$ cat src/rtl/serial_add_sub.sv
// Bit-serial adder/subtractor: processes one operand bit per clock, LSB first,
// and publishes sum/cout/ovf together with a one-cycle done pulse.
module serial_add_sub #(
    parameter int unsigned WIDTH = 8
) (
    input  logic             clk,
    input  logic             rst_n,
    input  logic             start,
    input  logic [WIDTH-1:0] a,
    input  logic [WIDTH-1:0] b,
    input  logic             sub,
    output logic             busy,
    output logic             done,
    output logic [WIDTH-1:0] sum,
    output logic             cout,
    output logic             ovf
);

    localparam int unsigned CW = $clog2(WIDTH + 1);

    typedef enum logic [1:0] {
        IDLE = 2'd0,
        RUN  = 2'd1,
        DONE = 2'd2
    } state_t;

    state_t           state_q;
    state_t           state_d;
    logic [WIDTH-1:0] a_q;
    logic [WIDTH-1:0] b_q;
    logic [WIDTH-1:0] res_q;
    logic             c_q;
    logic [CW-1:0]    cnt_q;
    logic             busy_d;
    logic             done_d;

    logic             bit_s_c;
    logic             carry_c;
    logic             last_c;
    logic             load_c;

    // Full-adder slice on the current LSBs; carry_c on the last bit is the MSB carry-out
    assign bit_s_c = a_q[0] ^ b_q[0] ^ c_q;
    assign carry_c = (a_q[0] & b_q[0]) | (a_q[0] & c_q) | (b_q[0] & c_q);
    assign last_c  = (cnt_q == CW'(WIDTH - 1));
    // start is only honoured outside RUN so an in-flight operation is never disturbed
    assign load_c  = start && (state_q != RUN);

    // State register
    always_ff @(posedge clk or negedge rst_n) begin
        if (!rst_n) begin
            state_q <= IDLE;
        end else begin
            state_q <= state_d;
        end
    end

    // Next-state logic
    always_comb begin
        state_d = state_q;
        case (state_q)
            IDLE:    if (start) state_d = RUN;
            RUN:     if (last_c) state_d = DONE;
            DONE:    state_d = start ? RUN : IDLE;
            default: state_d = IDLE;
        endcase
    end

    // Status decode from the upcoming state so busy/done come straight from flops
    always_comb begin
        busy_d = 1'b0;
        done_d = 1'b0;
        busy_d = (state_d == RUN);
        done_d = (state_d == DONE);
    end

    // Registered status outputs
    always_ff @(posedge clk or negedge rst_n) begin
        if (!rst_n) begin
            busy <= 1'b0;
            done <= 1'b0;
        end else begin
            busy <= busy_d;
            done <= done_d;
        end
    end

    // Operand capture and serial shift datapath
    always_ff @(posedge clk or negedge rst_n) begin
        if (!rst_n) begin
            a_q   <= '0;
            b_q   <= '0;
            c_q   <= 1'b0;
            cnt_q <= '0;
            res_q <= '0;
        end else if (load_c) begin
            a_q   <= a;
            b_q   <= sub ? ~b : b;
            c_q   <= sub;
            cnt_q <= '0;
        end else if (state_q == RUN) begin
            a_q   <= a_q >> 1;
            b_q   <= b_q >> 1;
            c_q   <= carry_c;
            res_q <= {bit_s_c, res_q[WIDTH-1:1]};
            cnt_q <= cnt_q + CW'(1);
        end
    end

    // Result registers: updated only on the final RUN cycle, held otherwise;
    // c_q on that cycle is the carry into the MSB, used for signed overflow
    always_ff @(posedge clk or negedge rst_n) begin
        if (!rst_n) begin
            sum  <= '0;
            cout <= 1'b0;
            ovf  <= 1'b0;
        end else if ((state_q == RUN) && last_c) begin
            sum  <= {bit_s_c, res_q[WIDTH-1:1]};
            cout <= carry_c;
            ovf  <= c_q ^ carry_c;
        end
    end

endmodule

$ cat config.mk
export PLATFORM = sky130hd
export DESIGN_NAME = serial_add_sub
export DESIGN_NICKNAME = d
export VERILOG_FILES = /design/src/rtl/serial_add_sub.sv
export SDC_FILE = /design/constraint.sdc
export NUM_CORES = 1
export LEC_CHECK = 0
export ABC_AREA = 1
export CELL_PAD_IN_SITES_DETAIL_PLACEMENT = 0
export CELL_PAD_IN_SITES_GLOBAL_PLACEMENT = 1
export CORE_UTILIZATION = 33
export CTS_CLUSTER_DIAMETER = 100
export CTS_CLUSTER_SIZE = 16
export DETAILED_ROUTE_END_ITERATION = 10
export MAX_ROUTING_LAYER = met4
export PLACE_DENSITY = 0.8
export SLEW_MARGIN = 20
export SYNTH_ARGS = -nofsm -noshare
export SYNTH_HDL_FRONTEND = slang
export SYNTH_SLANG_ARGS = --single-unit
$ cat constraint.sdc
create_clock -name clk -period 1.75 [get_ports clk]
set_clock_uncertainty 0.05 [all_clocks]
set_input_delay 0.2625 -clock clk [delete_from_list [all_inputs] [get_ports clk]]
set_output_delay 0.2625 -clock clk [all_outputs]
set_load 0.05 [all_outputs]
==> results of run 1 <==
## placed cells by master, fill, tap and decap left out, types with 2 or more instances in the layout
master,count
o21ai_2,8
o22ai_1,2
nand2_1,88
nor2_4,2
o21ai_0,9
inv_1,22
clkinv_4,2
nand3_1,31
clkdlybuf4s50_1,18
buf_4,22
clkbuf_8,5
dfrtp_1,42
nor2_2,2
## sequential cells by signal (all words and copies together) (netlist names)
name and cells:
cout 1, ovf 1, c_q 1, b_q 8, done 1, res_q 7, state_q 2, busy 1
cnt_q 4, a_q 8, sum 8
## how the worst min path moves through the flow
| stage | end | slack, ns |
|---|---|---|
| 4_1_cts | sum[4] | 0.41 |
| 3_5_place_dp | done | 0.21 |
| 6_report | sum[4] | 0.41 |
| 5_1_grt | sum[4] | 0.44 |
| 3_3_place_gp | done | 0.21 |
| 2_1_floorplan | a_q[0] | -0.08 |
## critical path: cells and delay by family, from the launching register on
kind                       cells  cell delay, ns
and+or+nand+nor                4            0.44
AOI/OAI and AO/OA              1            0.05
adders and majority gates      1            0.19
DFF                            1            0.40
buffers and inverters          1            0.22
## area by class of cell
type / instances / area share (%)
Clock buffer: 5 / 2.83
Clock inverter: 3 / 1.03
Inverter: 24 / 3.91
Multi-Input combinational cell: 151 / 29.8
Sequential cell: 42 / 43.2
Tap cell: 72 / 3.70
Timing Repair Buffer: 43 / 15.6
## layer usage
metal / part of all wire, % / wire length, µm
met2: 42 / 1550
met3: 4.1 / 150
met1: 52 / 1940
met4: 1.6 / 61
met5: 0 / 0
## power by group through the flow
| stage | Clock [µW] | Combinational, µW | Sequential (µW) |
|---|---|---|---|
| finish | 648 | 1800 | 1610 |
| global route | 716 | 2020 | 1660 |
| CTS | 671 | 1830 | 1610 |
| detailed placement | 0 | 1820 | 1630 |
| global placement | 0 | 1810 | 1610 |
| floorplan | 0 | 963 | 1990 |
## timing repair
item | CTS | global route
hold buffers | 1 | 0
endpoints found under the hold margin | 42 | 0
setup buffers | 0 | 0
## kinds of logic after synthesis
kind of cell | share of synthesized area, %
buf+inv | 9.10
xor+xnor | 0.897
fa+ha+maj | 1.67
flops | 53.8
simple gates | 27.5
compound gates | 7.05
## metrics by stage
step,area (µm²),hold slack (ns)
after global routing,2430,0.443
after CTS,2430,0.415
final,2430,0.408
after detailed placement,2330,0.209
after global placement,2330,0.208
after floorplan,1950,-0.0831
==> results by group, run 1 <==
Pwr
  – Power share of the sequential group: between 30% and 40%
  – Clock power share: 16.0%
  – Lkg Pwr: 0.00124 µW
  – Internal Power: about 2300 µW
  – Gate power share: between 40% and 50%
  – P_sw: ~1800 µW
  – Overall power: approximately 4100 µW
  – Worst VDD drop: 0.820 mV
  – Power Dens Cells: ~1700 nW/µm²
  – Switch share: 43.5%

Worst setup path
  – Critical R2R Launch: cnt_q[0]
  – Reg2reg setup slack: 0.29 ns
  – Top cell by count, worst path: nand2_1
  – Arr. time, crit path: between 1.5 and 2 ns
  – Reg2reg end: sum[7]
  – Setup crit end kind: flip-flop
  – Critical path launch point type: flip-flop
  – Worst path max stage delay: about 0.40 ns
  – Critical path type: flip-flop to flip-flop
  – Data required, critical path: around 1.9 ns
  – Worst r2r path cells: 7
  – Max FO, Critical Path: 9
  – CP max stage cell: dfrtp_1
  – Critical Path End: sum[7]
  – CP Launch Point: cnt_q[0]
  – Cell Chain, Critical Path: ha_1, nand2_1, nor2_2, nand2_2, buf_4, nand2_1, o21ai_2

Logic synthesis
  – YS warnings: 0
  – Synth cell types: 23
  – Number of enable flip-flop cells after synthesis: 0
  – Synth top area share: about 54%
  – Syn Nets: 250
  – Top FF cell, synth: dfrtp_1
  – Flop and latch count out of synthesis: 42
  – Avg Cell Area, Syn: ~8.6 µm²
  – FFs w/ async S/R, synth: 100%
  – Share of the yosys chip area belonging to registers: 53.8%
  – Synth area leader: dfrtp_1
  – Post-synth top cells: nand2_1, dfrtp_1, nand3_1, inv_1, o21ai_0
  – Mapped Area: just under 2000 µm²
  – Top cells by area, synth: dfrtp_1, nand2_1, nand3_1
  – Most frequent cell after synthesis: nand2_1
  – Post-Syn Instances: approximately 230

Floorplan
  – Initial Util: a little over a third
  – Chip height: just under 80 µm
  – I/O pins: 32
  – Core Area: around 5600 µm²
  – Die width: ~79 µm
  – Die area: just over 6000 µm²
  – Rows: 27

STA
  – Setup tns final: 0 ns
  – Final setup margin: 0.287 ns
  – Final Setup Violations: 0
  – RSZ-0062 raised after global routing: no
  – Final Hold Violating Endpoints: 0
  – Crit path time final: 1.46 ns
  – Slew margin rel.: 67.3%
  – Fmax: around 680 MHz
  – Final Max Tran Viols: 0
  – Worst slew pin tran: just under 0.5 ns
  – Period utilization: around 84%

Cells and area
  – NumNets Final: between 200 and 300
  – # diodes: 0
  – Layout Area Growth over Synthesis: 24.7%
  – Core Util, Final: 43.4%
  – Non-filler cells, final: 340
  – Share of post-route cells with drive strength above 1: approximately 18%
  – FILL cells: between 600 and 700
  – Area taken by multi-input logic gates: around 720 µm²
  – FF/Latch Area: 1050 µm²

GRT
  – Total track usage: 14.2%
  – Largest net degree at the start of global routing: 43
  – Initial antenna violation count: 0
  – Met2 usage: a little over a fifth
  – Met1 Track Usage GR: between 10% and 20%
  – Grt peak-use layer: met2
  – Met3 usage: between 3 and 4%
  – First-pass GRT wire length: ~6.7 mm
  – GRT overflow: 0
  – Number of global-route vias before repair: roughly 1.5k

Clock tree
  – Clock root buffer: clkbuf_8
  – Clk_lat worst skew: about 0.3 ns
  – Number of buffers created by CTS: 5
  – CTS tree: yes
  – Sink Count: 42
  – # H-tree levels: 2
  – PostCTS Resize Cnt: 0
  – Worst-path clk slew: ~0.090 ns
  – CTS Buffer Depth: 2

Place
  – Post-place setup slack: 0.297 ns
  – DP Wirelength: ~2.7 mm
  – IO Port Bufs: 31
  – Dpl cells: between 300 and 400
  – RD Place Congestion: 0.737

Route
  – Final ANT Viol Nets: 0
  – Vias per cell: roughly 4.5
  – DRC viols: 0
  – DRT iter0 DRCs: 59
  – Pre-antenna DRT Iters: 4
  – Final WL: ~3.7 mm
  – WL/cell: 10.9 µm
  – Routed vias: ~1.5k

Status
  – Status: complete, no violations

Min path
  – Tightest Hold Check Type: input pin to asynchronous set/reset pin

Job
  – Max-Cap Viols: 0
Note: power is estimated with default switching activity, not from simulation.
==> run 2: changes to the inputs <==
==> constraint.sdc (replaced) <==
create_clock -name clk -period 1.35 [get_ports clk]
set_clock_uncertainty 0.05 [all_clocks]
set_input_delay 0.2025 -clock clk [delete_from_list [all_inputs] [get_ports clk]]
set_output_delay 0.2025 -clock clk [all_outputs]
set_load 0.05 [all_outputs]
==> run 2 against run 1 <==
  * Design area grew 12%
  * Sequential power increased by 34%
  * Setup slack worse by 0.24 ns
==> results by group, run 2 (synthesis results as in run 1) <==
Worst setup path
  – CP max stage cell: fa_2
  – Worst path max stage delay: 0.58 ns (+0.18 ns)
  – Critical path launch point type: flip-flop
  – Data required, critical path: 1.53 ns (-0.36 ns)
  – Setup crit end kind: flip-flop
  – Arr. time, crit path: 1.48 ns (-0.12 ns)
  – Cell Chain, Critical Path: fa_2, inv_1, o21ai_2
  – Critical path type: flip-flop to flip-flop
  – Max FO, Critical Path: 2 (-7)

Cells and area
  – Top flop regs: a_q (8), b_q (8), sum (8)
  – # diodes: 0 (unchanged)
  – NumNets Final: 298 (+3.1%)
  – Most frequent cells in the layout: nand2_1, dfrtp_1, nand3_1, inv_1, clkdlybuf4s50_1
  – Non-filler cells, final: 349 (+2.6%)
  – Share of post-route cells with drive strength above 1: 21.3% (+3.8 points)
  – Layout Area Growth over Synthesis: 40.2%
  – FILL cells: 572 (-5.0%)
  – Most common cell after layout, fill and taps aside: nand2_1

Min path
  – Tightest Hold Check Type: input pin to asynchronous set/reset pin

Route
  – DRT iter0 DRCs: 78 (+32%)
  – DRC viols: 0 (unchanged)
  – Routed vias: 1582 (+2.7%)
  – Vias per cell: 4.53 (about the same)
  – WL/cell: 11.2 µm (+2.7%)
  – Pre-antenna DRT Iters: 4 (unchanged)
  – Final ANT Viol Nets: 0 (unchanged)
  – Final WL: 3.90 mm (+5.4%)

Clock tree
  – CTS Buffer Depth: 2 (unchanged)
  – Number of buffers created by CTS: 5 (unchanged)
  – CTS tree: yes
  – # H-tree levels: 2 (unchanged)
  – Worst-path clk slew: 0.08 ns (about the same)
  – Clock root buffer: clkbuf_8
  – Sink Count: 42 (unchanged)
  – Clk_lat worst skew: 0.30 ns (about the same)

Floorplan
  – Die area: 6230 µm² (unchanged)
  – Die width: 78.9 µm (unchanged)
  – Chip height: 78.9 µm (unchanged)
  – I/O pins: 32 (unchanged)
  – Initial Util: 34.8% (unchanged)
  – Rows: 27 (unchanged)
  – Core Area: 5610 µm² (unchanged)

GRT
  – Number of global-route vias before repair: 1534 (+4.5%)
  – First-pass GRT wire length: 6.82 mm (+2.4%)
  – Largest net degree at the start of global routing: 43 (unchanged)
  – Met3 usage: 3.56% (+0.46 points)
  – Initial antenna violation count: 0 (unchanged)
  – GRT overflow: 0 (unchanged)
  – Met1 Track Usage GR: 17.9% (-0.67 points)
  – Grt peak-use layer: met2
  – Total track usage: 14.7% (+0.49 points)
  – Met2 usage: 23.5% (+2.2 points)

Pwr
  – Power share of the sequential group: 35.1% (-4.6 points)
  – Lkg Pwr: 0.00137 µW (+10%)
  – Switch share: 39.3% (-4.2 points)
  – Gate power share: 49.1% (+4.7 points)
  – Internal Power: 3740 µW (+63%)
  – Power Dens Cells: 2250 nW/µm² (+35%)
  – Clock power share: 15.8% (-0.2 points)
  – Worst VDD drop: 1.15 mV (+40%)
  – P_sw: 2420 µW (+37%)

STA
  – Crit path time final: 1.30 ns (-0.158 ns)
  – Final Setup Violations: 0 (unchanged)
  – Fmax: 767 MHz (+12%)
  – Setup tns final: 0 ns (unchanged)
  – Final setup margin: 0.0457 ns (-0.242 ns)
  – Slew margin rel.: 84.4% (+17 points)
  – Worst slew pin tran: 0.234 ns (-0.255 ns)
  – Period utilization: 96.6% (+13 points)
  – Final Hold Violating Endpoints: 0 (unchanged)
  – Final Max Tran Viols: 0 (unchanged)

Job
  – Max-Cap Viols: 0 (unchanged)

Place
  – DP Wirelength: 2.73 mm (+2.9%)
  – Dpl cells: 338 (+2.1%)
  – Post-place setup slack: -0.0176 ns (-0.315 ns)
  – RD Place Congestion: 0.791 (+7.4%)
  – IO Port Bufs: 31 (unchanged)

Status
  – Status: complete, no violations
[run 2: changes by cell type in the layout (fill, tap and decap cells not counted), sizes merged]
cell / before / now
clkinv: 2 / 1
clkinvlp: 1 / 0
inv: 24 / 23
buf: 24 / 32
clkbuf: 5 / 8
bufinv: 0 / 1
[run 2: routing by layer]
layer | vias to the layer above | routed length (µm)
met3 | 8 | 154
met2 | 39 | 1830
li1 | 808 | -
met5 | - | 0
met1 | 727 | 1850
met4 | 0 | 66
[run 2: path summary, 6_finish.rpt]
path	depth (start not counted)	endpoint	slack [ns]	from
max in group asynchronous	3	a_q[4]	0.67	rst_n
min in group clk	3	a_q[7]	0.39	a[7]
worst min register to register	2	a_q[7]	0.44	a_q[7]
worst max-delay path	3	sum[7]	0.05	a_q[0]
worst min-delay path	3	sum[5]	0.35	rst_n
worst max register to register	3	sum[7]	0.05	a_q[0]
[run 2: metrics by stage]
stage / power [µW] / cell area (µm²) / hold slack [ns] / utilization (%)
after floorplan: 3830 / 1950 / -0.143 / -
after global placement: 5030 / 2560 / 0.145 / 45.6
after detailed placement: 5120 / 2560 / 0.145 / 45.6
after CTS: 6140 / 2690 / 0.366 / 47.9
after global routing: 6610 / 2740 / 0.386 / 48.8
final: 6160 / 2740 / 0.355 / 48.8
[run 2: cell type report]
class	instances	area [µm²]	share of cell area (%)
tap	72	90.1	3.29
clock buffer	7	76.3	2.79
multi-input combinational	151	752	27.5
inverter	24	95.1	3.47
sequential	42	1050	38.4
clock inverter	1	30.0	1.10
timing repair buffer	52	644	23.5
[run 2: power by group through the flow]
stage          Combinational [µW]  Sequential (µW)  Clock, µW
6_report                     3030             2160        972
3_3_place_gp                 2880             2160          0
4_1_cts                      2980             2160        996
2_1_floorplan                1250             2580          0
3_5_place_dp                 2940             2180          0
5_1_grt                      3330             2230       1050
[run 2: repair_timing]
| action | 4_1_cts | 5_1_grt |
|---|---|---|
| gates resized for setup | 2 | 7 |
| pin swaps | 0 | 2 |
| endpoints found under the hold margin | 42 | 0 |
| gates cloned | 0 | 1 |
| endpoints found under the setup margin | 1 | 18 |
| setup buffers | 0 | 1 |
| hold buffers | 1 | 0 |
[run 2: critical path: cells and delay by family (launching register included)]
family	cells	cell delay (ns)
compound gates	1	0.13
buf+inv	1	0.06
fa+ha+maj	1	0.58
flops	1	0.41
